## src/rtl/data_memory_responder_pkg.sv

```systemverilog
// Shared types and constants for the data-memory responder and its storage array.
package mem_pkg;

    localparam int WORD_W     = 32;
    localparam int BYTE_OFF_W = 2;
    localparam int CNT_W      = 4;

    typedef enum logic [1:0] {
        IDLE = 2'd0,
        BUSY = 2'd1,
        RESP = 2'd2
    } state_t;

endpackage

```

## src/rtl/data_memory_responder_if.sv

```systemverilog
// Request/response bus between the CPU memory stage (master) and the responder (slave).
interface data_memory_responder_if;
    import mem_pkg::*;

    logic              req;
    logic              we;
    logic [WORD_W-1:0] addr;
    logic [WORD_W-1:0] wdata;
    logic              ready;
    logic              ack;
    logic [WORD_W-1:0] rdata;
    logic              err;

    modport master (
        output req, we, addr, wdata,
        input  ready, ack, rdata, err
    );

    modport slave (
        input  req, we, addr, wdata,
        output ready, ack, rdata, err
    );

endinterface

```

## src/rtl/data_memory_responder_array.sv

```systemverilog
// Single-port DEPTH x 32 storage with a registered read port.
// The read register doubles as the responder's data output, so it also
// carries the reset value and the clear used on error responses.
module mem_array_1rw
    import mem_pkg::*;
#(
    parameter int DEPTH = 32,
    parameter int IDX_W = $clog2(DEPTH)
) (
    input  logic              clk,
    input  logic              rst_n,
    input  logic              en,
    input  logic              we,
    input  logic              clr,
    input  logic [IDX_W-1:0]  idx,
    input  logic [WORD_W-1:0] wdata,
    output logic [WORD_W-1:0] rdata
);

    logic [WORD_W-1:0] mem [DEPTH];

    // Storage write; contents are deliberately not reset.
    always_ff @(posedge clk) begin
        if (en && we) begin
            mem[idx] <= wdata;
        end
    end

    // Read register: cleared on reset/error, loaded on reads, held on writes.
    always_ff @(posedge clk or negedge rst_n) begin
        if (!rst_n) begin
            rdata <= '0;
        end else if (clr) begin
            rdata <= '0;
        end else if (en && !we) begin
            rdata <= mem[idx];
        end
    end

endmodule

```

## src/rtl/data_memory_responder.sv

```systemverilog
// Multi-cycle word-wide data-memory responder with configurable access latency.
//
// state | meaning
// IDLE  | ready high, waiting for req
// BUSY  | request captured, counting down the access latency
// RESP  | ack high for one cycle, data/err valid
module data_memory_responder
    import mem_pkg::*;
#(
    parameter int DEPTH   = 32,
    parameter int LATENCY = 2
) (
    input  logic clk_i,
    input  logic rst_i,
    data_memory_responder_if.slave bus
);

    localparam int IDX_W = $clog2(DEPTH);

    if (LATENCY < 1 || LATENCY > 15) begin : g_bad_latency
        $error("data_memory_responder: LATENCY must be in 1..15");
    end

    if (DEPTH < 4 || DEPTH > 1024 || (1 << IDX_W) != DEPTH) begin : g_bad_depth
        $error("data_memory_responder: DEPTH must be a power of two in 4..1024");
    end

    state_t             state_q, state_d;
    logic [CNT_W-1:0]   cnt_q, cnt_d;
    logic               ready_q, ready_d;
    logic               ack_q, ack_d;
    logic               err_q, err_d;
    logic               capture;
    logic               mem_en;
    logic               mem_clr;

    logic               we_q;
    logic [WORD_W-1:0]  addr_q;
    logic [WORD_W-1:0]  wdata_q;
    logic               addr_err;
    logic [IDX_W-1:0]   idx;

    // Range and alignment check runs on the captured address only.
    assign addr_err = (addr_q[BYTE_OFF_W-1:0] != '0) ||
                      (addr_q[WORD_W-1:BYTE_OFF_W] >= (WORD_W-BYTE_OFF_W)'(DEPTH));
    assign idx      = addr_q[BYTE_OFF_W +: IDX_W];

    // State, counter and registered handshake outputs.
    always_ff @(posedge clk_i or negedge rst_i) begin
        if (!rst_i) begin
            state_q <= IDLE;
            cnt_q   <= '0;
            ready_q <= 1'b0;
            ack_q   <= 1'b0;
            err_q   <= 1'b0;
        end else begin
            state_q <= state_d;
            cnt_q   <= cnt_d;
            ready_q <= ready_d;
            ack_q   <= ack_d;
            err_q   <= err_d;
        end
    end

    // Request capture at acceptance; held until the next acceptance.
    always_ff @(posedge clk_i or negedge rst_i) begin
        if (!rst_i) begin
            we_q    <= 1'b0;
            addr_q  <= '0;
            wdata_q <= '0;
        end else if (capture) begin
            we_q    <= bus.we;
            addr_q  <= bus.addr;
            wdata_q <= bus.wdata;
        end
    end

    // Next-state logic; the array access fires on the edge where ack rises.
    always_comb begin
        state_d = state_q;
        cnt_d   = cnt_q;
        ready_d = ready_q;
        ack_d   = 1'b0;
        err_d   = err_q;
        capture = 1'b0;
        mem_en  = 1'b0;
        mem_clr = 1'b0;
        unique case (state_q)
            IDLE: begin
                ready_d = 1'b1;
                if (ready_q && bus.req) begin
                    capture = 1'b1;
                    state_d = BUSY;
                    cnt_d   = CNT_W'(LATENCY - 1);
                    ready_d = 1'b0;
                end
            end
            BUSY: begin
                if (cnt_q == '0) begin
                    state_d = RESP;
                    ack_d   = 1'b1;
                    err_d   = addr_err;
                    mem_en  = !addr_err;
                    mem_clr = addr_err;
                end else begin
                    cnt_d = cnt_q - CNT_W'(1);
                end
            end
            RESP: begin
                state_d = IDLE;
                ready_d = 1'b1;
            end
            default: begin
                state_d = IDLE;
            end
        endcase
    end

    mem_array_1rw #(
        .DEPTH (DEPTH),
        .IDX_W (IDX_W)
    ) u_array (
        .clk   (clk_i),
        .rst_n (rst_i),
        .en    (mem_en),
        .we    (we_q),
        .clr   (mem_clr),
        .idx   (idx),
        .wdata (wdata_q),
        .rdata (bus.rdata)
    );

    assign bus.ready = ready_q;
    assign bus.ack   = ack_q;
    assign bus.err   = err_q;

endmodule

```

## src/flat_wrapper.sv

```systemverilog
// flat-port wrapper written by rule: the top's interface ports become plain ports
module data_memory_responder_flat import mem_pkg::*;
#(
    parameter int DEPTH   = 32,
    parameter int LATENCY = 2
)
  (clk_i, rst_i, bus_req, bus_we, bus_addr, bus_wdata, bus_ready, bus_ack, bus_rdata, bus_err);
  data_memory_responder_if bus_i ();
  input  logic clk_i;
  input  logic rst_i;
  input wire logic [$bits(bus_i.req)-1:0] bus_req;
  input wire logic [$bits(bus_i.we)-1:0] bus_we;
  input wire logic [$bits(bus_i.addr)-1:0] bus_addr;
  input wire logic [$bits(bus_i.wdata)-1:0] bus_wdata;
  output wire logic [$bits(bus_i.ready)-1:0] bus_ready;
  output wire logic [$bits(bus_i.ack)-1:0] bus_ack;
  output wire logic [$bits(bus_i.rdata)-1:0] bus_rdata;
  output wire logic [$bits(bus_i.err)-1:0] bus_err;
  assign bus_i.req = bus_req;
  assign bus_i.we = bus_we;
  assign bus_i.addr = bus_addr;
  assign bus_i.wdata = bus_wdata;
  assign bus_ready = bus_i.ready;
  assign bus_ack = bus_i.ack;
  assign bus_rdata = bus_i.rdata;
  assign bus_err = bus_i.err;
  data_memory_responder #(.DEPTH(DEPTH), .LATENCY(LATENCY)) u_core (.clk_i(clk_i), .rst_i(rst_i), .bus(bus_i));
endmodule
```

## config.mk

```make
export PLATFORM = sky130hd
export DESIGN_NAME = data_memory_responder_flat
export DESIGN_NICKNAME = d
export VERILOG_FILES = /design/src/rtl/data_memory_responder_pkg.sv /design/src/rtl/data_memory_responder_if.sv /design/src/rtl/data_memory_responder_array.sv /design/src/rtl/data_memory_responder.sv /design/src/flat_wrapper.sv
export SDC_FILE = /design/constraint.sdc
export NUM_CORES = 1
export LEC_CHECK = 0
export BUFFER_PORTS_ARGS = -buffer_cell sky130_fd_sc_hd__buf_2
export CELL_PAD_IN_SITES_DETAIL_PLACEMENT = 0
export CELL_PAD_IN_SITES_GLOBAL_PLACEMENT = 1
export CORE_ASPECT_RATIO = 0.8
export CORE_UTILIZATION = 55
export CTS_CLUSTER_SIZE = 25
export DETAILED_ROUTE_END_ITERATION = 12
export PLACE_DENSITY_LB_ADDON = 0.05
export RECOVER_POWER = 25
export SLEW_MARGIN = 5
export SYNTH_ARGS = -nofsm -noshare
export SYNTH_HDL_FRONTEND = slang
export SYNTH_SLANG_ARGS = --single-unit
```

## constraint.sdc

```tcl
create_clock -name clk_i -period 5.8 [get_ports clk_i]
set_clock_uncertainty 0.2 [all_clocks]
set_input_delay 0.87 -clock clk_i [delete_from_list [all_inputs] [get_ports clk_i]]
set_output_delay 0.87 -clock clk_i [all_outputs]
set_load 0.005 [all_outputs]
```

# Word-level counts from Yosys, hierarchy flattened
# Memory sizes are Yosys's and may differ from the RTL's.
# Index checks and enable logic that the tools add are counted.
# op_classes
addsub	1
order_cmp	1
eq_ne	5
muxes	20
n_reduce_logical	15
# ops
op	n
32-bit 2-to-1 mux	2
30-bit by 6-bit greater-or-equal comparator with 1-bit output (second input constant)	1
1-bit 2-to-1 mux	11
4-bit 2-to-1 mux	2
4-bit case mux with 2 select lines	1
2-bit nonzero test	4
4-bit logical NOT	1
2-bit 2-to-1 mux	2
2-bit by 1-bit inequality test with 1-bit output (second input constant)	2
2-bit case mux with 2 select lines	1
2-bit AND reduction	2
4-bit by 1-bit subtractor with 4-bit output (second input constant)	1
1-bit logical AND	3
3-bit AND reduction	1
2-bit by 1-bit == test with 1-bit output (second input constant)	1
2-bit == test (second input constant)	1
1-bit logical NOT	2
2-bit logical NOT	1
2-bit inequality test (second input constant)	1
1-bit case mux with 2 select lines	1
1-bit logical OR	1
# word_totals
reg_bits	106
ramBits	1024
in_bits	68
out_inout_bits	35
word_cells	52
mem_count	1
# mem_list
memory	depth	width	rd	rd_clocked_by_memory_dff	write_ports	line	rtl
u_core.u_array.mem	32	32	1	0	1	data_memory_responder_array.sv:20	logic [WORD_W-1:0] mem [DEPTH];

# Depth between registers and ports, before layout
# logic_depth
ltp_word	8
depth_mapped	9

# Cells and area by module
# A second synthesis with hierarchy kept.
# unflattened
hier_cells	2335
hier_area_um2	43200.2
# modules_own_cells
module	instances	cells_per_inst	area_per_inst_um2	seq_area_each_um2
mem_array_1rw	1	2150	40242.3	31550.3
data_memory_responder	1	185	2957.8	1851.8

# Worst setup path before layout
# OpenSTA, ideal clock, no wires.
# synth_path
kind	register to register
startpoint	register u_core.cnt_q[0]
endpoint	memory u_core.u_array.mem[10][0] (enable)
setup_ns	0.461
arrival_time_ns	3.761
slack_ns	1.378
path_stages_with_launch	8
n_path_buf	1
synth_period_minus_slack_ns	4.422
cell_sequence	dfrtp_1 -> inv_1 -> ha_1 -> or3b_1 -> nor2_2 -> nand3_2 -> clkbuf_1 -> nor3_1
# synth_via
elab_chain_len	6
# synth_lines
item	line	rtl
from (decl)	data_memory_responder.sv:29	logic [CNT_W-1:0] cnt_q, cnt_d;
from (signal assigned)	data_memory_responder.sv:58	cnt_q <= cnt_d;
4-bit logical NOT	data_memory_responder.sv:99	if (cnt_q == '0) begin
1-bit 2-to-1 mux	data_memory_responder.sv:99	
1-bit 2-to-1 mux	data_memory_responder.sv:88	unique case (state_q)
1-bit logical AND	data_memory_responder_array.sv:24	if (en && we) begin
1-bit 2-to-1 mux	data_memory_responder_array.sv:24	
1-bit 2-to-1 mux (not written as such)	data_memory_responder_array.sv:25	mem[idx] <= wdata;
to (decl)	data_memory_responder_array.sv:20	
# Every way passes these cells.

# Worst setup path in the final report
# layout_path
startpoint	register u_core.addr_q[6]
endpoint	register u_core.u_array.rdata[31]
# layout_via
elab_chain_len	7
word_cells_on_any_way	12
cone_classes	1 x order compare; 6 x mux; 4 x reduce/logical; 1 x memory
# layout_lines
item	line	rtl
from (decl)	data_memory_responder.sv:38	logic [WORD_W-1:0] addr_q;
from (signal assigned)	data_memory_responder.sv:73	addr_q <= bus.addr;
30-bit by 6-bit greater-or-equal comparator with 1-bit output	data_memory_responder.sv:45	(addr_q[WORD_W-1:BYTE_OFF_W] >= (WORD_W-BYTE_OFF_W)'(DEPTH));
1-bit logical OR	data_memory_responder.sv:44	assign addr_err = (addr_q[BYTE_OFF_W-1:0] != '0) ||
1-bit logical NOT	data_memory_responder.sv:103	mem_en = !addr_err;
1-bit 2-to-1 mux	data_memory_responder.sv:99	
1-bit 2-to-1 mux	data_memory_responder.sv:88	
1-bit logical AND	data_memory_responder_array.sv:35	end else if (en && !we) begin
2-bit nonzero test (no source line)	-	
to (signal assigned)	data_memory_responder_array.sv:36	rdata <= mem[idx];
to (decl)	data_memory_responder_array.sv:17	output logic [WORD_W-1:0] rdata
# Parallel ways exist; a longest one is shown, timed or not. The select of a mux whose other input is x is not followed.
# A chain may end at the register's enable or synchronous reset.

==> results.tsv <==
stage	metric	value	unit
hold_path	hold_end	u_core.wdata_q[17]	
routing	drcViolationCount	2	
worst_setup_path	start_kind	flop	
place	dp_hpwl	67710	um
global_route	grt_pass1_vias	21893	
routing	ant_nets	0	
final_layout	layout-drive-gt1-share	28.82	%
worst_setup_path	reg2regPathDepth	6	
final_layout	seq_area	33410	sq um
sta	period_needed	3.879	ns
sta	max_freq	257.8	MHz
status	failed_checks	design-rule violations, max-capacitance violations, max-slew violations	
clocking	cts_root_buffer	clkbuf_16	
worst_setup_path	r2r-start	u_core.addr_q[6]	
synthesis	ys_seq_area_share	77.35	%
die	rows	91	
die	die_x	315.3	um
sta	fin_hold_ws	0.2040	ns
synthesis	yosysTopAreaCell	edfxtp_1	
clocking	cts_made_buffers	108	
die	initial_utilization	55.77	%
place	placed_area	45270	sq um
clocking	cts_sinks	1130	
power	peakVddDrop	0.0003993	V
global_route	antenna_found_initial	5	
flow_run	max_cap_viol_count	3	
global_route	grt_start_max_net_pins	110	
sta	setup_tns	0	ns
clocking	clk_latency	0.70	ns
routing	firstDrtPassIters	10	
synthesis	synth_cell_types	60	
die	die_height	252.6	um
worst_setup_path	slowest_stage	nor4bb_4	
status	status	finished, violations left	
sta	rsz0062_at_grt	no	
routing	wirelength	118200	um
sta	fin_crit_sh	66.88	%
worst_setup_path	critPathMaxStageDelay	1.27	ns
routing	vias	22418	
final_layout	fill_cells	5368	
sta	drv_slew	104	
worst_setup_path	end_kind	flop	
power	p_leak	0.01632	uW
sta	setup_slack	1.921	ns
global_route	grtUsageTotal	30.20	%
synthesis	avgSynthCellArea	20.40	sq um
worst_setup_path	crit_chain	nor4bb_4 > buf_4 > a22o_1 > a221oi_1 > and3_1 > a32o_1	
routing	wl_per_cell	34.54	um
global_route	overflow	0	
sta	slew_headroom	-65.59	%
synthesis	netlist_instances	2117	
clocking	clk_pin_slew	0.07	ns
worst_setup_path	rrSetupSlack	1.92	ns
clocking	cts.path.max_buffers	3	
final_layout	area.growth.synth_to_final	13.28	%
power	power_density	498.7	nW/um^2
place	placed_cells	3215	
worst_setup_path	cp.arrival	4.25	ns
final_layout	final_cells	3422	
place	place.gp.congestion	0.8030	
final_layout	fin_area	48920	sq um
hold_path	hold_depth	2	
sta	hold_viol	0	
die	core-area	77420	sq um
clocking	cts_tree	yes	
clocking	ctsResizeCount	0	
place	place_ws	2.129	ns
final_layout	nets	2372	
synthesis	ys_top_cells_by_area	edfxtp_1, mux4_2, dfrtp_1, mux2i_1, mux2_2	
die	boundaryPins	103	
final_layout	multi_input_area	9298	sq um
routing	drt_first_iter_violations	2963	
global_route	grt_pass1_wl	164900	um
hold_path	hold_path_class	in -> reg	
clocking	cts-hold-fix-buffers	1	
routing	vias_per_cell	6.551	
synthesis	syn_area	43180	sq um
worst_setup_path	criticalPathCategory	reg -> reg	
clocking	post_cts_buffers	0	
worst_setup_path	worstPathMaxFanout	27	
synthesis	yosysWarnings	0	
synthesis	synthesis.nets	2186	
sta	tightest_slew	2.484	ns
worst_setup_path	crit_required	6.17	ns
sta	setup_viol_count_final	0	
synthesis	synth_top_area_share	71.21	%
die	die_area	79640	sq um
worst_setup_path	worst_r2r_endpoint	u_core.u_array.rdata[31]	
hold_path	hp-start	bus_wdata[17]	
place	io_buffers	102	
clocking	htreeDepth	3	
synthesis	ys_seq_elements	1130	
-- placed cells by master, fill, tap and decap left out, types with 10 or more instances in the layout --
cell type  synthesis  routed
a211oi_1          13      13
a21oi_1           14      14
a221oi_1          24      24
a22oi_1           48      48
a32o_1            31      31
and3_1            27      27
buf_2             53     101
buf_4             15      87
bufinv_16          0      14
clkbuf_1          33      26
clkbuf_16          0     108
clkinv_1           0      14
clkinv_2           0      27
dfrtp_1          106     104
edfxtp_1        1024    1024
mux2_2           146     146
mux2i_1          170     170
mux4_2           124     124
nand2_1           11      10
nor2_1            39      39
nor2b_1           14      14
nor3_2             0      32
o22ai_1           94      94
-- Yosys cell counts (all sizes together) --
cell and count:
and4bb 3, a32o 31, and4 1, or4b 2, nor4bb 1, o22a 1, edfxtp 1024, mux2i 170
mux2 147, or3b 3, nand3b 5, nor4 8, or3 1, mux4 124, xor2 1, nand4b 4
o211ai 1, dfrtp 106, nor2b 14, and4b 2, nor3 40, a221o 1, nand2b 2, a22o 6
or4 1, o221ai 1, a21oi 14, nand4 2, clkbuf 33, o22ai 100, nor2 40, nor4b 3
a221oi 24, a211oi 14, inv 3, a22oi 48, o21a 1, ha 1, o21ai 1, buf 88
and3 27, nand4bb 2, nand3 4, nand2 12
-- critical path: cells and delay by family, from the launching register on --
kind	cells	cell delay [ns]
flops	1	1.02
simple gates	2	1.51
buf+inv	1	0.50
compound gates	3	0.49
-- cell families after synthesis --
logic type      share of synthesized area, %
fa+ha+maj                            0.02897
simple gates                           2.529
xor+xnor                             0.02029
flops                                  77.35
buf+inv                                1.605
compound gates                         4.224
mux                                    14.24
-- final cells by class --
cell class	count	area share, %
Clock buffer	138	5.898
Sequential cell	1130	68.30
Clock inverter	67	1.553
Multi-Input combinational cell	863	19.01
Antenna cell	1	0.005116
Inverter	3	0.02302
Timing Repair Buffer	197	2.599
Tap cell	1023	2.617
-- power breakdown --
| part | switching, uW | internal (uW) | leakage (uW) |
|---|---|---|---|
| clock | 3040 | 4170 | 0.00180 |
| sequential | 1560 | 10400 | 0.0105 |
| combinational | 2960 | 2290 | 0.00400 |
| total | 7560 | 16800 | 0.0163 |
-- through the flow --
step	total power, uW	utilization, %
after floorplan	14980	-
after global placement	17110	58.47
after detailed placement	17280	58.47
after CTS	24410	63.19
after global routing	25160	63.18
final	24390	63.18
-- state kept, by name (all words and copies together), names as in the netlist --
| name | cells |
|---|---|
| u_core.addr_q | 32 |
| u_core.bus.ack | 1 |
| u_core.bus.err | 1 |
| u_core.bus.ready | 1 |
| u_core.cnt_q | 4 |
| u_core.state_q | 2 |
| u_core.u_array.mem | 1024 |
| u_core.u_array.rdata | 32 |
| u_core.wdata_q | 32 |
| u_core.we_q | 1 |
-- layer usage --
| metal | part of all wire [%] | track usage [%] | routed length [um] | up-vias |
|---|---|---|---|---|
| li1 | - | - | - | 9164 |
| met1 | 43 | 46.74 | 51330 | 11910 |
| met2 | 44 | 43.03 | 51760 | 1187 |
| met3 | 11 | 8.205 | 12590 | 155 |
| met4 | 2.1 | 6.722 | 2488 | 2 |
| met5 | 0.015 | 0 | 18 | - |
-- how the worst max path moves through the flow --
stage / start / to / slack, ns / cells after the start
3_5_place_dp: u_core.addr_q[6] / u_core.u_array.rdata[31] / 2.13 / 6
2_1_floorplan: u_core.cnt_q[0] / u_core.u_array.mem[10][0] / 1.38 / 7
3_3_place_gp: u_core.addr_q[4] / u_core.u_array.mem[4][18] / 1.95 / 3
4_1_cts: u_core.addr_q[6] / u_core.u_array.rdata[31] / 2.10 / 6
5_1_grt: u_core.addr_q[6] / u_core.u_array.rdata[31] / 1.90 / 6
6_report: u_core.addr_q[6] / u_core.u_array.rdata[31] / 1.92 / 6
Note: power is estimated with default switching activity, not from simulation.
